===== src/rtl/id_ex_operand_stage_pkg.sv =====
// Shared types and constants for the ID/EX operand stage: widths, ALU opcodes,
// the control bundle with its bubble value, and the register-match helper.
package id_ex_operand_stage_pkg;

    localparam int DATA_W  = 32;
    localparam int REG_AW  = 5;
    localparam int ALU_W   = 4;
    localparam int SHAMT_W = 5;

    typedef enum logic [ALU_W-1:0] {
        ALU_ADD      = 4'd0,
        ALU_SUB      = 4'd1,
        ALU_AND      = 4'd2,
        ALU_OR       = 4'd3,
        ALU_SHFT_L   = 4'd4,
        ALU_SHFT_R_L = 4'd5,
        ALU_SHFT_R_A = 4'd6,
        ALU_GREATER  = 4'd7,
        ALU_LESS     = 4'd8,
        ALU_NOR      = 4'd9
    } alu_op_e;

    typedef struct packed {
        logic reg_write;
        logic mem_read;
        logic mem_write;
        logic mem_to_reg;
    } ctrl_t;

    localparam ctrl_t CTRL_BUBBLE = '{reg_write: 1'b0, mem_read: 1'b0,
                                      mem_write: 1'b0, mem_to_reg: 1'b0};

    // A writer hits a source only when it writes and targets a nonzero register.
    function automatic logic reg_hit(input logic              we,
                                     input logic [REG_AW-1:0] wr_idx,
                                     input logic [REG_AW-1:0] src_idx);
        return we && (wr_idx != {REG_AW{1'b0}}) && (wr_idx == src_idx);
    endfunction

endpackage


===== src/rtl/id_ex_operand_stage_if.sv =====
// Decode-side, writeback-side and EX-side signals of the ID/EX operand stage.
// master = pipeline environment, slave = the operand stage.
interface id_ex_operand_stage_if;
    import id_ex_operand_stage_pkg::*;

    logic              flush;
    logic              id_valid;
    logic [REG_AW-1:0] id_rs;
    logic [REG_AW-1:0] id_rt;
    logic [REG_AW-1:0] id_rd;
    logic [DATA_W-1:0] id_rs_data;
    logic [DATA_W-1:0] id_rt_data;
    logic [DATA_W-1:0] id_imm;
    logic [SHAMT_W-1:0] id_shamt;
    logic [ALU_W-1:0]  id_alu_ctrl;
    logic              id_alu_src;
    logic              id_reg_dst;
    logic              id_reg_write;
    logic              id_mem_read;
    logic              id_mem_write;
    logic              id_mem_to_reg;
    logic              exmem_reg_write;
    logic [REG_AW-1:0] exmem_rd;
    logic [DATA_W-1:0] exmem_result;
    logic              memwb_reg_write;
    logic [REG_AW-1:0] memwb_rd;
    logic [DATA_W-1:0] memwb_result;
    logic              stall;
    logic              ex_valid;
    logic [DATA_W-1:0] ex_data1;
    logic [DATA_W-1:0] ex_data2;
    logic [DATA_W-1:0] ex_store_data;
    logic [ALU_W-1:0]  ex_alu_ctrl;
    logic [SHAMT_W-1:0] ex_shamt;
    logic [REG_AW-1:0] ex_dest;
    logic              ex_reg_write;
    logic              ex_mem_read;
    logic              ex_mem_write;
    logic              ex_mem_to_reg;

    modport master (
        output flush, id_valid, id_rs, id_rt, id_rd, id_rs_data, id_rt_data, id_imm,
               id_shamt, id_alu_ctrl, id_alu_src, id_reg_dst, id_reg_write, id_mem_read,
               id_mem_write, id_mem_to_reg, exmem_reg_write, exmem_rd, exmem_result,
               memwb_reg_write, memwb_rd, memwb_result,
        input  stall, ex_valid, ex_data1, ex_data2, ex_store_data, ex_alu_ctrl, ex_shamt,
               ex_dest, ex_reg_write, ex_mem_read, ex_mem_write, ex_mem_to_reg
    );

    modport slave (
        input  flush, id_valid, id_rs, id_rt, id_rd, id_rs_data, id_rt_data, id_imm,
               id_shamt, id_alu_ctrl, id_alu_src, id_reg_dst, id_reg_write, id_mem_read,
               id_mem_write, id_mem_to_reg, exmem_reg_write, exmem_rd, exmem_result,
               memwb_reg_write, memwb_rd, memwb_result,
        output stall, ex_valid, ex_data1, ex_data2, ex_store_data, ex_alu_ctrl, ex_shamt,
               ex_dest, ex_reg_write, ex_mem_read, ex_mem_write, ex_mem_to_reg
    );

endinterface


===== src/rtl/id_ex_fwd_mux.sv =====
// Per-operand forward select: EX/MEM beats MEM/WB, register 0 never forwards.
// With fwd_en_i tied low the operand is always the register-file value.
module id_ex_fwd_mux
    import id_ex_operand_stage_pkg::*;
(
    input  logic              fwd_en_i,
    input  logic [REG_AW-1:0] src_i,
    input  logic [DATA_W-1:0] rf_data_i,
    input  logic              exmem_reg_write_i,
    input  logic [REG_AW-1:0] exmem_rd_i,
    input  logic [DATA_W-1:0] exmem_result_i,
    input  logic              memwb_reg_write_i,
    input  logic [REG_AW-1:0] memwb_rd_i,
    input  logic [DATA_W-1:0] memwb_result_i,
    output logic [DATA_W-1:0] data_o
);

    // Priority select of the youngest in-flight result for this source.
    always_comb begin
        data_o = rf_data_i;
        if (fwd_en_i && reg_hit(exmem_reg_write_i, exmem_rd_i, src_i)) begin
            data_o = exmem_result_i;
        end else if (fwd_en_i && reg_hit(memwb_reg_write_i, memwb_rd_i, src_i)) begin
            data_o = memwb_result_i;
        end else begin
            data_o = rf_data_i;
        end
    end

endmodule


===== src/rtl/id_ex_operand_stage.sv =====
// ID/EX pipeline register with hazard resolution. Define ID_EX_FWD_EN to forward
// from EX/MEM and MEM/WB; otherwise any in-flight writer of a source stalls decode.
module id_ex_operand_stage
    import id_ex_operand_stage_pkg::*;
(
    input  logic                 clk,
    input  logic                 reset,
    id_ex_operand_stage_if.slave bus
);

`ifdef ID_EX_FWD_EN
    localparam logic FWD_ON = 1'b1;
`else
    localparam logic FWD_ON = 1'b0;
`endif

    logic               uses_rt_s;
    logic               load_use_s;
    logic               rs_busy_s;
    logic               rt_busy_s;
    logic               raw_wait_s;
    logic               stall_s;
    logic               bubble_s;
    logic [DATA_W-1:0]  fwd_rs_s;
    logic [DATA_W-1:0]  fwd_rt_s;
    ctrl_t              id_ctrl_s;

    logic               valid_q, valid_d;
    ctrl_t              ctrl_q, ctrl_d;
    logic [REG_AW-1:0]  dest_q, dest_d;
    logic [DATA_W-1:0]  data1_q, data1_d;
    logic [DATA_W-1:0]  data2_q, data2_d;
    logic [DATA_W-1:0]  store_q, store_d;
    logic [ALU_W-1:0]   alu_q, alu_d;
    logic [SHAMT_W-1:0] shamt_q, shamt_d;

    assign id_ctrl_s = '{reg_write: bus.id_reg_write, mem_read: bus.id_mem_read,
                         mem_write: bus.id_mem_write, mem_to_reg: bus.id_mem_to_reg};

    id_ex_fwd_mux u_fwd_rs (
        .fwd_en_i          (FWD_ON),
        .src_i             (bus.id_rs),
        .rf_data_i         (bus.id_rs_data),
        .exmem_reg_write_i (bus.exmem_reg_write),
        .exmem_rd_i        (bus.exmem_rd),
        .exmem_result_i    (bus.exmem_result),
        .memwb_reg_write_i (bus.memwb_reg_write),
        .memwb_rd_i        (bus.memwb_rd),
        .memwb_result_i    (bus.memwb_result),
        .data_o            (fwd_rs_s)
    );

    id_ex_fwd_mux u_fwd_rt (
        .fwd_en_i          (FWD_ON),
        .src_i             (bus.id_rt),
        .rf_data_i         (bus.id_rt_data),
        .exmem_reg_write_i (bus.exmem_reg_write),
        .exmem_rd_i        (bus.exmem_rd),
        .exmem_result_i    (bus.exmem_result),
        .memwb_reg_write_i (bus.memwb_reg_write),
        .memwb_rd_i        (bus.memwb_rd),
        .memwb_result_i    (bus.memwb_result),
        .data_o            (fwd_rt_s)
    );

    // Hazard detection: load-use always; any pending writer only without forwarding.
    always_comb begin
        uses_rt_s  = bus.id_mem_write | ~bus.id_alu_src;
        load_use_s = valid_q & ctrl_q.mem_read & (dest_q != {REG_AW{1'b0}}) & bus.id_valid &
                     ((dest_q == bus.id_rs) | (uses_rt_s & (dest_q == bus.id_rt)));
        rs_busy_s  = reg_hit(valid_q & ctrl_q.reg_write, dest_q, bus.id_rs) |
                     reg_hit(bus.exmem_reg_write, bus.exmem_rd, bus.id_rs) |
                     reg_hit(bus.memwb_reg_write, bus.memwb_rd, bus.id_rs);
        rt_busy_s  = reg_hit(valid_q & ctrl_q.reg_write, dest_q, bus.id_rt) |
                     reg_hit(bus.exmem_reg_write, bus.exmem_rd, bus.id_rt) |
                     reg_hit(bus.memwb_reg_write, bus.memwb_rd, bus.id_rt);
        if (FWD_ON) begin
            raw_wait_s = 1'b0;
        end else begin
            raw_wait_s = bus.id_valid & (rs_busy_s | (uses_rt_s & rt_busy_s));
        end
        stall_s  = load_use_s | raw_wait_s;
        bubble_s = bus.flush | stall_s | ~bus.id_valid;
    end

    // Next-state: a bubble clears valid/control/dest and holds the data fields.
    always_comb begin
        valid_d = valid_q;
        ctrl_d  = ctrl_q;
        dest_d  = dest_q;
        data1_d = data1_q;
        data2_d = data2_q;
        store_d = store_q;
        alu_d   = alu_q;
        shamt_d = shamt_q;
        if (bubble_s) begin
            valid_d = 1'b0;
            ctrl_d  = CTRL_BUBBLE;
            dest_d  = {REG_AW{1'b0}};
        end else begin
            valid_d = 1'b1;
            ctrl_d  = id_ctrl_s;
            dest_d  = bus.id_reg_dst ? bus.id_rd : bus.id_rt;
            data1_d = fwd_rs_s;
            data2_d = bus.id_alu_src ? bus.id_imm : fwd_rt_s;
            store_d = fwd_rt_s;
            alu_d   = bus.id_alu_ctrl;
            shamt_d = bus.id_shamt;
        end
    end

    // ID/EX pipeline register.
    always_ff @(posedge clk or posedge reset) begin
        if (reset) begin
            valid_q <= 1'b0;
            ctrl_q  <= CTRL_BUBBLE;
            dest_q  <= {REG_AW{1'b0}};
            data1_q <= {DATA_W{1'b0}};
            data2_q <= {DATA_W{1'b0}};
            store_q <= {DATA_W{1'b0}};
            alu_q   <= ALU_ADD;
            shamt_q <= {SHAMT_W{1'b0}};
        end else begin
            valid_q <= valid_d;
            ctrl_q  <= ctrl_d;
            dest_q  <= dest_d;
            data1_q <= data1_d;
            data2_q <= data2_d;
            store_q <= store_d;
            alu_q   <= alu_d;
            shamt_q <= shamt_d;
        end
    end

    assign bus.stall         = stall_s;
    assign bus.ex_valid      = valid_q;
    assign bus.ex_data1      = data1_q;
    assign bus.ex_data2      = data2_q;
    assign bus.ex_store_data = store_q;
    assign bus.ex_alu_ctrl   = alu_q;
    assign bus.ex_shamt      = shamt_q;
    assign bus.ex_dest       = dest_q;
    assign bus.ex_reg_write  = ctrl_q.reg_write;
    assign bus.ex_mem_read   = ctrl_q.mem_read;
    assign bus.ex_mem_write  = ctrl_q.mem_write;
    assign bus.ex_mem_to_reg = ctrl_q.mem_to_reg;

endmodule


===== src/flat_wrapper.sv =====
// flat-port wrapper written by rule: the top's interface ports become plain ports
module id_ex_operand_stage_flat import id_ex_operand_stage_pkg::*;
  (clk, reset, bus_flush, bus_id_valid, bus_id_rs, bus_id_rt, bus_id_rd, bus_id_rs_data, bus_id_rt_data, bus_id_imm, bus_id_shamt, bus_id_alu_ctrl, bus_id_alu_src, bus_id_reg_dst, bus_id_reg_write, bus_id_mem_read, bus_id_mem_write, bus_id_mem_to_reg, bus_exmem_reg_write, bus_exmem_rd, bus_exmem_result, bus_memwb_reg_write, bus_memwb_rd, bus_memwb_result, bus_stall, bus_ex_valid, bus_ex_data1, bus_ex_data2, bus_ex_store_data, bus_ex_alu_ctrl, bus_ex_shamt, bus_ex_dest, bus_ex_reg_write, bus_ex_mem_read, bus_ex_mem_write, bus_ex_mem_to_reg);
  id_ex_operand_stage_if bus_i ();
  input  logic clk;
  input  logic reset;
  input wire logic [$bits(bus_i.flush)-1:0] bus_flush;
  input wire logic [$bits(bus_i.id_valid)-1:0] bus_id_valid;
  input wire logic [$bits(bus_i.id_rs)-1:0] bus_id_rs;
  input wire logic [$bits(bus_i.id_rt)-1:0] bus_id_rt;
  input wire logic [$bits(bus_i.id_rd)-1:0] bus_id_rd;
  input wire logic [$bits(bus_i.id_rs_data)-1:0] bus_id_rs_data;
  input wire logic [$bits(bus_i.id_rt_data)-1:0] bus_id_rt_data;
  input wire logic [$bits(bus_i.id_imm)-1:0] bus_id_imm;
  input wire logic [$bits(bus_i.id_shamt)-1:0] bus_id_shamt;
  input wire logic [$bits(bus_i.id_alu_ctrl)-1:0] bus_id_alu_ctrl;
  input wire logic [$bits(bus_i.id_alu_src)-1:0] bus_id_alu_src;
  input wire logic [$bits(bus_i.id_reg_dst)-1:0] bus_id_reg_dst;
  input wire logic [$bits(bus_i.id_reg_write)-1:0] bus_id_reg_write;
  input wire logic [$bits(bus_i.id_mem_read)-1:0] bus_id_mem_read;
  input wire logic [$bits(bus_i.id_mem_write)-1:0] bus_id_mem_write;
  input wire logic [$bits(bus_i.id_mem_to_reg)-1:0] bus_id_mem_to_reg;
  input wire logic [$bits(bus_i.exmem_reg_write)-1:0] bus_exmem_reg_write;
  input wire logic [$bits(bus_i.exmem_rd)-1:0] bus_exmem_rd;
  input wire logic [$bits(bus_i.exmem_result)-1:0] bus_exmem_result;
  input wire logic [$bits(bus_i.memwb_reg_write)-1:0] bus_memwb_reg_write;
  input wire logic [$bits(bus_i.memwb_rd)-1:0] bus_memwb_rd;
  input wire logic [$bits(bus_i.memwb_result)-1:0] bus_memwb_result;
  output wire logic [$bits(bus_i.stall)-1:0] bus_stall;
  output wire logic [$bits(bus_i.ex_valid)-1:0] bus_ex_valid;
  output wire logic [$bits(bus_i.ex_data1)-1:0] bus_ex_data1;
  output wire logic [$bits(bus_i.ex_data2)-1:0] bus_ex_data2;
  output wire logic [$bits(bus_i.ex_store_data)-1:0] bus_ex_store_data;
  output wire logic [$bits(bus_i.ex_alu_ctrl)-1:0] bus_ex_alu_ctrl;
  output wire logic [$bits(bus_i.ex_shamt)-1:0] bus_ex_shamt;
  output wire logic [$bits(bus_i.ex_dest)-1:0] bus_ex_dest;
  output wire logic [$bits(bus_i.ex_reg_write)-1:0] bus_ex_reg_write;
  output wire logic [$bits(bus_i.ex_mem_read)-1:0] bus_ex_mem_read;
  output wire logic [$bits(bus_i.ex_mem_write)-1:0] bus_ex_mem_write;
  output wire logic [$bits(bus_i.ex_mem_to_reg)-1:0] bus_ex_mem_to_reg;
  assign bus_i.flush = bus_flush;
  assign bus_i.id_valid = bus_id_valid;
  assign bus_i.id_rs = bus_id_rs;
  assign bus_i.id_rt = bus_id_rt;
  assign bus_i.id_rd = bus_id_rd;
  assign bus_i.id_rs_data = bus_id_rs_data;
  assign bus_i.id_rt_data = bus_id_rt_data;
  assign bus_i.id_imm = bus_id_imm;
  assign bus_i.id_shamt = bus_id_shamt;
  assign bus_i.id_alu_ctrl = bus_id_alu_ctrl;
  assign bus_i.id_alu_src = bus_id_alu_src;
  assign bus_i.id_reg_dst = bus_id_reg_dst;
  assign bus_i.id_reg_write = bus_id_reg_write;
  assign bus_i.id_mem_read = bus_id_mem_read;
  assign bus_i.id_mem_write = bus_id_mem_write;
  assign bus_i.id_mem_to_reg = bus_id_mem_to_reg;
  assign bus_i.exmem_reg_write = bus_exmem_reg_write;
  assign bus_i.exmem_rd = bus_exmem_rd;
  assign bus_i.exmem_result = bus_exmem_result;
  assign bus_i.memwb_reg_write = bus_memwb_reg_write;
  assign bus_i.memwb_rd = bus_memwb_rd;
  assign bus_i.memwb_result = bus_memwb_result;
  assign bus_stall = bus_i.stall;
  assign bus_ex_valid = bus_i.ex_valid;
  assign bus_ex_data1 = bus_i.ex_data1;
  assign bus_ex_data2 = bus_i.ex_data2;
  assign bus_ex_store_data = bus_i.ex_store_data;
  assign bus_ex_alu_ctrl = bus_i.ex_alu_ctrl;
  assign bus_ex_shamt = bus_i.ex_shamt;
  assign bus_ex_dest = bus_i.ex_dest;
  assign bus_ex_reg_write = bus_i.ex_reg_write;
  assign bus_ex_mem_read = bus_i.ex_mem_read;
  assign bus_ex_mem_write = bus_i.ex_mem_write;
  assign bus_ex_mem_to_reg = bus_i.ex_mem_to_reg;
  id_ex_operand_stage u_core (.clk(clk), .reset(reset), .bus(bus_i));
endmodule

===== config.mk =====
export PLATFORM = sky130hd
export DESIGN_NAME = id_ex_operand_stage_flat
export DESIGN_NICKNAME = d
export VERILOG_FILES = /design/src/rtl/id_ex_operand_stage_pkg.sv /design/src/rtl/id_ex_operand_stage_if.sv /design/src/rtl/id_ex_fwd_mux.sv /design/src/rtl/id_ex_operand_stage.sv /design/src/flat_wrapper.sv
export SDC_FILE = /design/constraint.sdc
export NUM_CORES = 1
export LEC_CHECK = 0
export ABC_AREA = 1
export CAP_MARGIN = 40
export CORE_AREA = 2 2 125 127
export DETAILED_ROUTE_END_ITERATION = 6
export DIE_AREA = 0 0 127 129
export PLACE_DENSITY = 0.91
export REMOVE_ABC_BUFFERS = 1
export SETUP_SLACK_MARGIN = 0.5
export SLEW_MARGIN = 20
export SYNTH_ARGS = -nofsm -noshare
export SYNTH_HDL_FRONTEND = slang
export SYNTH_SLANG_ARGS = --single-unit

===== constraint.sdc =====
create_clock -name clk -period 11.7 [get_ports clk]
set_input_delay 2.34 -clock clk [delete_from_list [all_inputs] [get_ports clk]]
set_output_delay 2.34 -clock clk [all_outputs]
set_load 0.01 [all_outputs]

==> results of run 1 <==
[tightest hold or removal path, delay by kind of cell, from the launching register on]
family | cells | cell delay, ns
and+or+nand+nor | 2 | 0.10
DFF | 1 | 0.33
[how the worst min path moves through the flow]
stage	slack, ns	cells after the start	end
finish	0.47	2	u_core.bus.ex_data1[11]$_DFFE_PP0N_
global route	0.48	2	u_core.bus.ex_store_data[4]$_DFFE_PP0N_
CTS	0.47	2	u_core.bus.ex_store_data[22]$_DFFE_PP0N_
detailed placement	0.46	2	u_core.bus.ex_store_data[22]$_DFFE_PP0N_
global placement	0.45	2	u_core.bus.ex_data2[19]$_DFFE_PP0N_
floorplan	0.51	2	u_core.bus.ex_alu_ctrl[0]$_DFFE_PP0N_
[per-layer routing]
layer	global-route usage, %	wire [um]
met1	25.5	7150
met2	37.3	9020
met3	6.78	1380
met4	8.73	393
met5	0	0
[layout make-up]
class | count | area [sq um]
clock buffer | 23 | 478
multi-input combinational | 460 | 2390
sequential | 115 | 2880
timing repair buffer | 267 | 2720
tap | 188 | 235
clock inverter | 9 | 80.1
inverter | 27 | 104
fill | 1279 | 6090
[power groups by stage]
stage               registers (mW)  clock network (mW)  logic, mW
finish                       0.491               0.488      0.332
global route                 0.498               0.518      0.359
CTS                          0.491               0.498      0.335
detailed placement           0.496                   0      0.333
global placement             0.493                   0      0.325
floorplan                    0.523                   0     0.0940
[cells by family (layout without fill, tap and decap cells)]
logic type | after synthesis | in the layout | synth area share, %
AOI/OAI and AO/OA | 9 | 9 | 0.923
xor gates and xnor gates | 17 | 17 | 2.68
buffers and inverters | 77 | 326 | 5.70
DFF | 115 | 115 | 51.8
muxes | 32 | 32 | 6.48
and+or+nand+nor | 402 | 402 | 32.4
[placed cells by master (no fill, tap or decap), types with 4 or more instances in the layout]
cell,instances
clkbuf_16,17
clkdlybuf4s50_1,256
clkinvlp_4,4
inv_1,21
buf_4,6
mux2_2,32
clkinv_2,4
dfrtp_1,115
xor2_1,10
xnor2_1,7
a21oi_1,7
buf_16,4
nand4_1,109
nor2_1,31
inv_2,5
nand3_1,6
nand2_1,252
==> out/results.ini, run 1 <==
[setup_path]
cp_data_arrival_time_ns = 4.31
critPathMaxStageDelay_ns = 0.60
path_buf_inv = 3
worstSetupStartpointType = primary input
crit_start = bus_id_rt[4]
cp-end-kind = output pin
crit_type = primary input to output pin
cpMaxStageDelayCell = clkdlybuf4s50_1
reg2reg_depth = 11
setup.worst_path.end = bus_stall
r2r_slack_ns = 9.19
cp_top_family = buffers and inverters
crit_fanout = 4
path_depth = 10
worstReg2RegStart = u_core.bus.ex_dest[0]$_DFF_PP0_
worstReg2RegEnd = u_core.bus.ex_store_data[26]$_DFFE_PP0N_
cp_cell_sequence = clkdlybuf4s50_1 > inv_2 > nand2_1 > nand2_1 > nor2_1 > nand3_1 > a21oi_2 > nor2_4 > a21oi_1 > clkdlybuf4s50_1
cp.required_ns = 9.36

[global_routing]
grt_antenna_before_repair = 0
track_usage_pct = 21.7
grt_max_degree = 68
grt_first_pass_wirelength_mm = 28.0
grt_pass1_vias = 5529
grt_overflow_total = 0

[logic_synthesis]
yosysTopAreaCellShare_pct = 51.8
synth-main-ff-cell = dfrtp_1
yosysWarnings = 0
async_reset_ff_share_pct = 100
synth.largest_area_cell = dfrtp_1
yosys-top-cells-count = 253 x nand2_1, 115 x dfrtp_1, 109 x nand4_1
synth_edf_count = 0
synth_seq_cells = 115
synth_area_leaders = dfrtp_1 52%, nand2_1 17%, nand4_1 12%, mux2_2 6.5%, nor2_1 2.2%
synth_cell_type_count = 19
syn_inst = 652
synth_area_per_cell_sq_um = 8.52
synthMostInstantiatedCell = nand2_1
seq_area_frac_synth_pct = 51.8
syn_area_sq_um = 5560

[route]
dr.pass1.iters = 4
postRouteWirelength_mm = 17.9
wl_per_cell_um = 16.5
drt_iter0_markers = 437
ant_nets = 0
vias = 5588
viasPerCell = 5.13
post-route-drc-count = 0

[timing]
fmax_mhz = 150
fin_setup_tns_ns = 0
hold_slack_ns = 0.465
final.setup.worst_slack_ns = 5.05
finalHoldViolCount = 0
rsz0062_at_grt = no
final-setup-viol-count = 0
period_share_pct = 56.9
worst_clock_skew_ns = 0.00537
maxSlewHeadroom_pct = 52.5
drv_slew = 0
worst_pin_slew_ns = 0.713
fin_crit_ns = 6.65

[hold_path]
hold_class = flop to flop
holdCritStartpoint = u_core.bus.ex_data1[11]$_DFFE_PP0N_

[power_and_ir_drop]
p_int_mw = 0.951
p_sw_share_pct = 27.5
p_seq_share_pct = 37.5
finalPower_mw = 1.31
power_density_nw_per_um2 = 148
p_switching_mw = 0.361
ir_worst_vdd_uv = 92.6
p_leak_nw = 4.17
clkPwrFrac_pct = 37.2
combPwrFrac_pct = 25.3

[clock_network]
clk_pin_slew_ns = 0.05
clkLatencyLatePin_ns = 0.41
cts_resized = 0
cts_buffers = 17
cts_buffer_depth = 2
root_buffer = clkbuf_16
cts_setup_buffers = 0
cts_sinks = 115
ctsHoldBuffers = 0
tritoncts = built
htreeDepth = 4

[cells_and_area]
drive_above_1_share_pct = 9.21
fin_cells = 1089
design_area_sq_um = 8880
diodes = 0
syn2layout_area_growth_pct = 59.8
fin_util_pct = 59.3
nets = 1094

[placement]
numPortBuffers = 257
place_area_sq_um = 8300
hpwl_mm = 12.3
dp_cells = 1056
gp_congestion = 0.839
post-place-ws_ns = 5.06

[floorplanning]
die-area_sq_um = 16400
num_io_pins = 322
core_area_sq_um = 15000
start_util_pct = 37.1
chipHeight_um = 129
dieWidth_um = 127
std_cell_rows = 45

[run_status]
outcome = finished, final reports clean

[run]
maxCapViolCount = 0

(Power assumes the default switching activity.)
==> inputs of run 2 (changes only) <==
--- a/config.mk
+++ b/config.mk
@@ -7,10 +7,10 @@
 export LEC_CHECK = 0
 export ABC_AREA = 1
 export CAP_MARGIN = 40
-export CORE_AREA = 2 2 125 127
+export CORE_MARGIN = 2
+export CORE_UTILIZATION = 38
 export DETAILED_ROUTE_END_ITERATION = 6
-export DIE_AREA = 0 0 127 129
-export PLACE_DENSITY = 0.91
+export PLACE_DENSITY = 0.92
 export REMOVE_ABC_BUFFERS = 1
 export SETUP_SLACK_MARGIN = 0.5
 export SLEW_MARGIN = 20
==> constraint.sdc (replaced) <==
create_clock -name clk -period 6.9 [get_ports clk]
set_input_delay 1.38 -clock clk [delete_from_list [all_inputs] [get_ports clk]]
set_output_delay 1.38 -clock clk [all_outputs]
set_load 0.01 [all_outputs]
==> run 2 against run 1 <==
  * First-iteration DRC count shrank 21%
  * Hold slack gained 0.0012 ns
  * Via count is essentially flat
  * Routed wire length shrank 1.3%
==> out/results.ini, run 2 (synthesis gave the netlist of run 1 again) <==
[run_status]
outcome = finished, final reports clean

[floorplanning]
die-area_sq_um = 15600
core_area_sq_um = 14400
std_cell_rows = 44
dieWidth_um = 125
num_io_pins = 322
start_util_pct = 38.5
chipHeight_um = 125

[placement]
hpwl_mm = 12.1
dp_cells = 1051
numPortBuffers = 257
gp_congestion = 0.864

[global_routing]
grt_first_pass_wirelength_mm = 28.4
track_usage_pct = 22.6
grt_antenna_before_repair = 0
grt_pass1_vias = 5652
grt_overflow_total = 0
grt_max_degree = 71

[route]
post-route-drc-count = 0
vias = 5591
drt_iter0_markers = 344
dr.pass1.iters = 4
postRouteWirelength_mm = 17.7
viasPerCell = 5.16
ant_nets = 0
wl_per_cell_um = 16.3

[clock_network]
cts_buffers = 17
tritoncts = built
cts_sinks = 115
cts_buffer_depth = 2
clk_pin_slew_ns = 0.05
root_buffer = clkbuf_16
htreeDepth = 4
ctsHoldBuffers = 0
clkLatencyLatePin_ns = 0.40
cts_setup_buffers = 0
cts_resized = 0

[cells_and_area]
fillers = 1173
diodes = 0
fin_cells = 1084
drive_above_1_share_pct = 9.11
final_common_cell = clkdlybuf4s50_1
multi_input_area_sq_um = 2390
seqCellArea_sq_um = 2880
syn2layout_area_growth_pct = 59.9
layout_common_cells = 256 x clkdlybuf4s50_1, 252 x nand2_1, 115 x dfrtp_1
fin_util_pct = 61.6
nets = 1093

[setup_path]
crit_fanout = 56
cp_cell_sequence = clkdlybuf4s50_1 > inv_2 > nand2_1 > nand4_1 > nor2_1 > nand2_1 > nand2_1 > nand2_4 > a21oi_1 > clkdlybuf4s50_1
path_buf_inv = 3
cpMaxStageDelayCell = clkdlybuf4s50_1
crit_type = primary input to output pin
cp-end-kind = output pin
worstSetupStartpointType = primary input
cp_data_arrival_time_ns = 3.72
cp_top_family = buffers and inverters
critPathMaxStageDelay_ns = 0.59
cp.required_ns = 5.52
crit_path_frequent_cell = nand2_1

[timing]
finalHoldViolCount = 0
worst_pin_slew_ns = 0.757
hold_slack_ns = 0.467
fin_setup_tns_ns = 0
fin_crit_ns = 5.10
final-setup-viol-count = 0
worst_clock_skew_ns = 0.00504
period_share_pct = 73.9
drv_slew = 0
rsz0062_at_grt = no
maxSlewHeadroom_pct = 49.5
fmax_mhz = 196

[power_and_ir_drop]
p_leak_nw = 4.18
power_density_nw_per_um2 = 259
ir_worst_vdd_uv = 156

[hold_path]
hold_class = flop to flop

[run]
maxCapViolCount = 0

run 2: cell count changes in the layout (fill, tap and decap cells not counted), sizes merged:
cell      before  now
clkinvlp       4    2
clkbuf        23   24
buf           11   10
clkinv         4    3
bufinv         1    3
run 2: cell type report:
cell class	instances	area share, %
clock buffers	24	5.53
multi-input cells	460	26.8
repair buffers	266	30.1
flip-flops and latches	115	32.4
inverters	27	1.17
well taps	184	2.59
clock inverters	8	1.39
run 2: final timing paths:
path                                                               start                                  endpoint  slack (ns)  cells after the start
worst max-delay path                                        bus_id_rt[3]                                 bus_stall        1.80                     10
worst min-delay path            u_core.bus.ex_store_data[18]$_DFFE_PP0N_  u_core.bus.ex_store_data[18]$_DFFE_PP0N_        0.47                      2
worst max register to register           u_core.bus.ex_dest[1]$_DFF_PP0_  u_core.bus.ex_store_data[26]$_DFFE_PP0N_        3.95                     10
worst min register to register  u_core.bus.ex_store_data[18]$_DFFE_PP0N_  u_core.bus.ex_store_data[18]$_DFFE_PP0N_        0.47                      2
max in group asynchronous                                          reset       u_core.bus.ex_data1[17]$_DFFE_PP0N_        4.38                      4
min in group asynchronous                                          reset  u_core.bus.ex_store_data[27]$_DFFE_PP0N_        1.23                      2
run 2: through the flow:
stage | setup slack, ns | power [mW] | instance area, sq um
floorplan | -0.288 | 1.05 | 5340
global placement | 1.82 | 1.39 | 8220
detailed placement | 1.84 | 1.40 | 8250
CTS | 1.83 | 2.32 | 8860
global route | 1.62 | 2.41 | 8890
finish | 1.80 | 2.30 | 8890
run 2: worst min-delay path, delay by kind of cell (launching register included):
kind	cells	cell delay, ns
simple gates	2	0.10
flops	1	0.34
run 2: where the power goes:
part	internal, mW	switching, mW
sequential	0.776	0.0570
combinational	0.314	0.249
clock	0.606	0.301
total	1.70	0.607
run 2: per-layer routing:
metal  routed length, um  vias up  GRT usage (%)
li1                    -     2647              -
met1                7180     2660           27.4
met2                8640      249           37.9
met3                1440       35           7.15
met4                 448        0           8.89
met5                   0        -              0
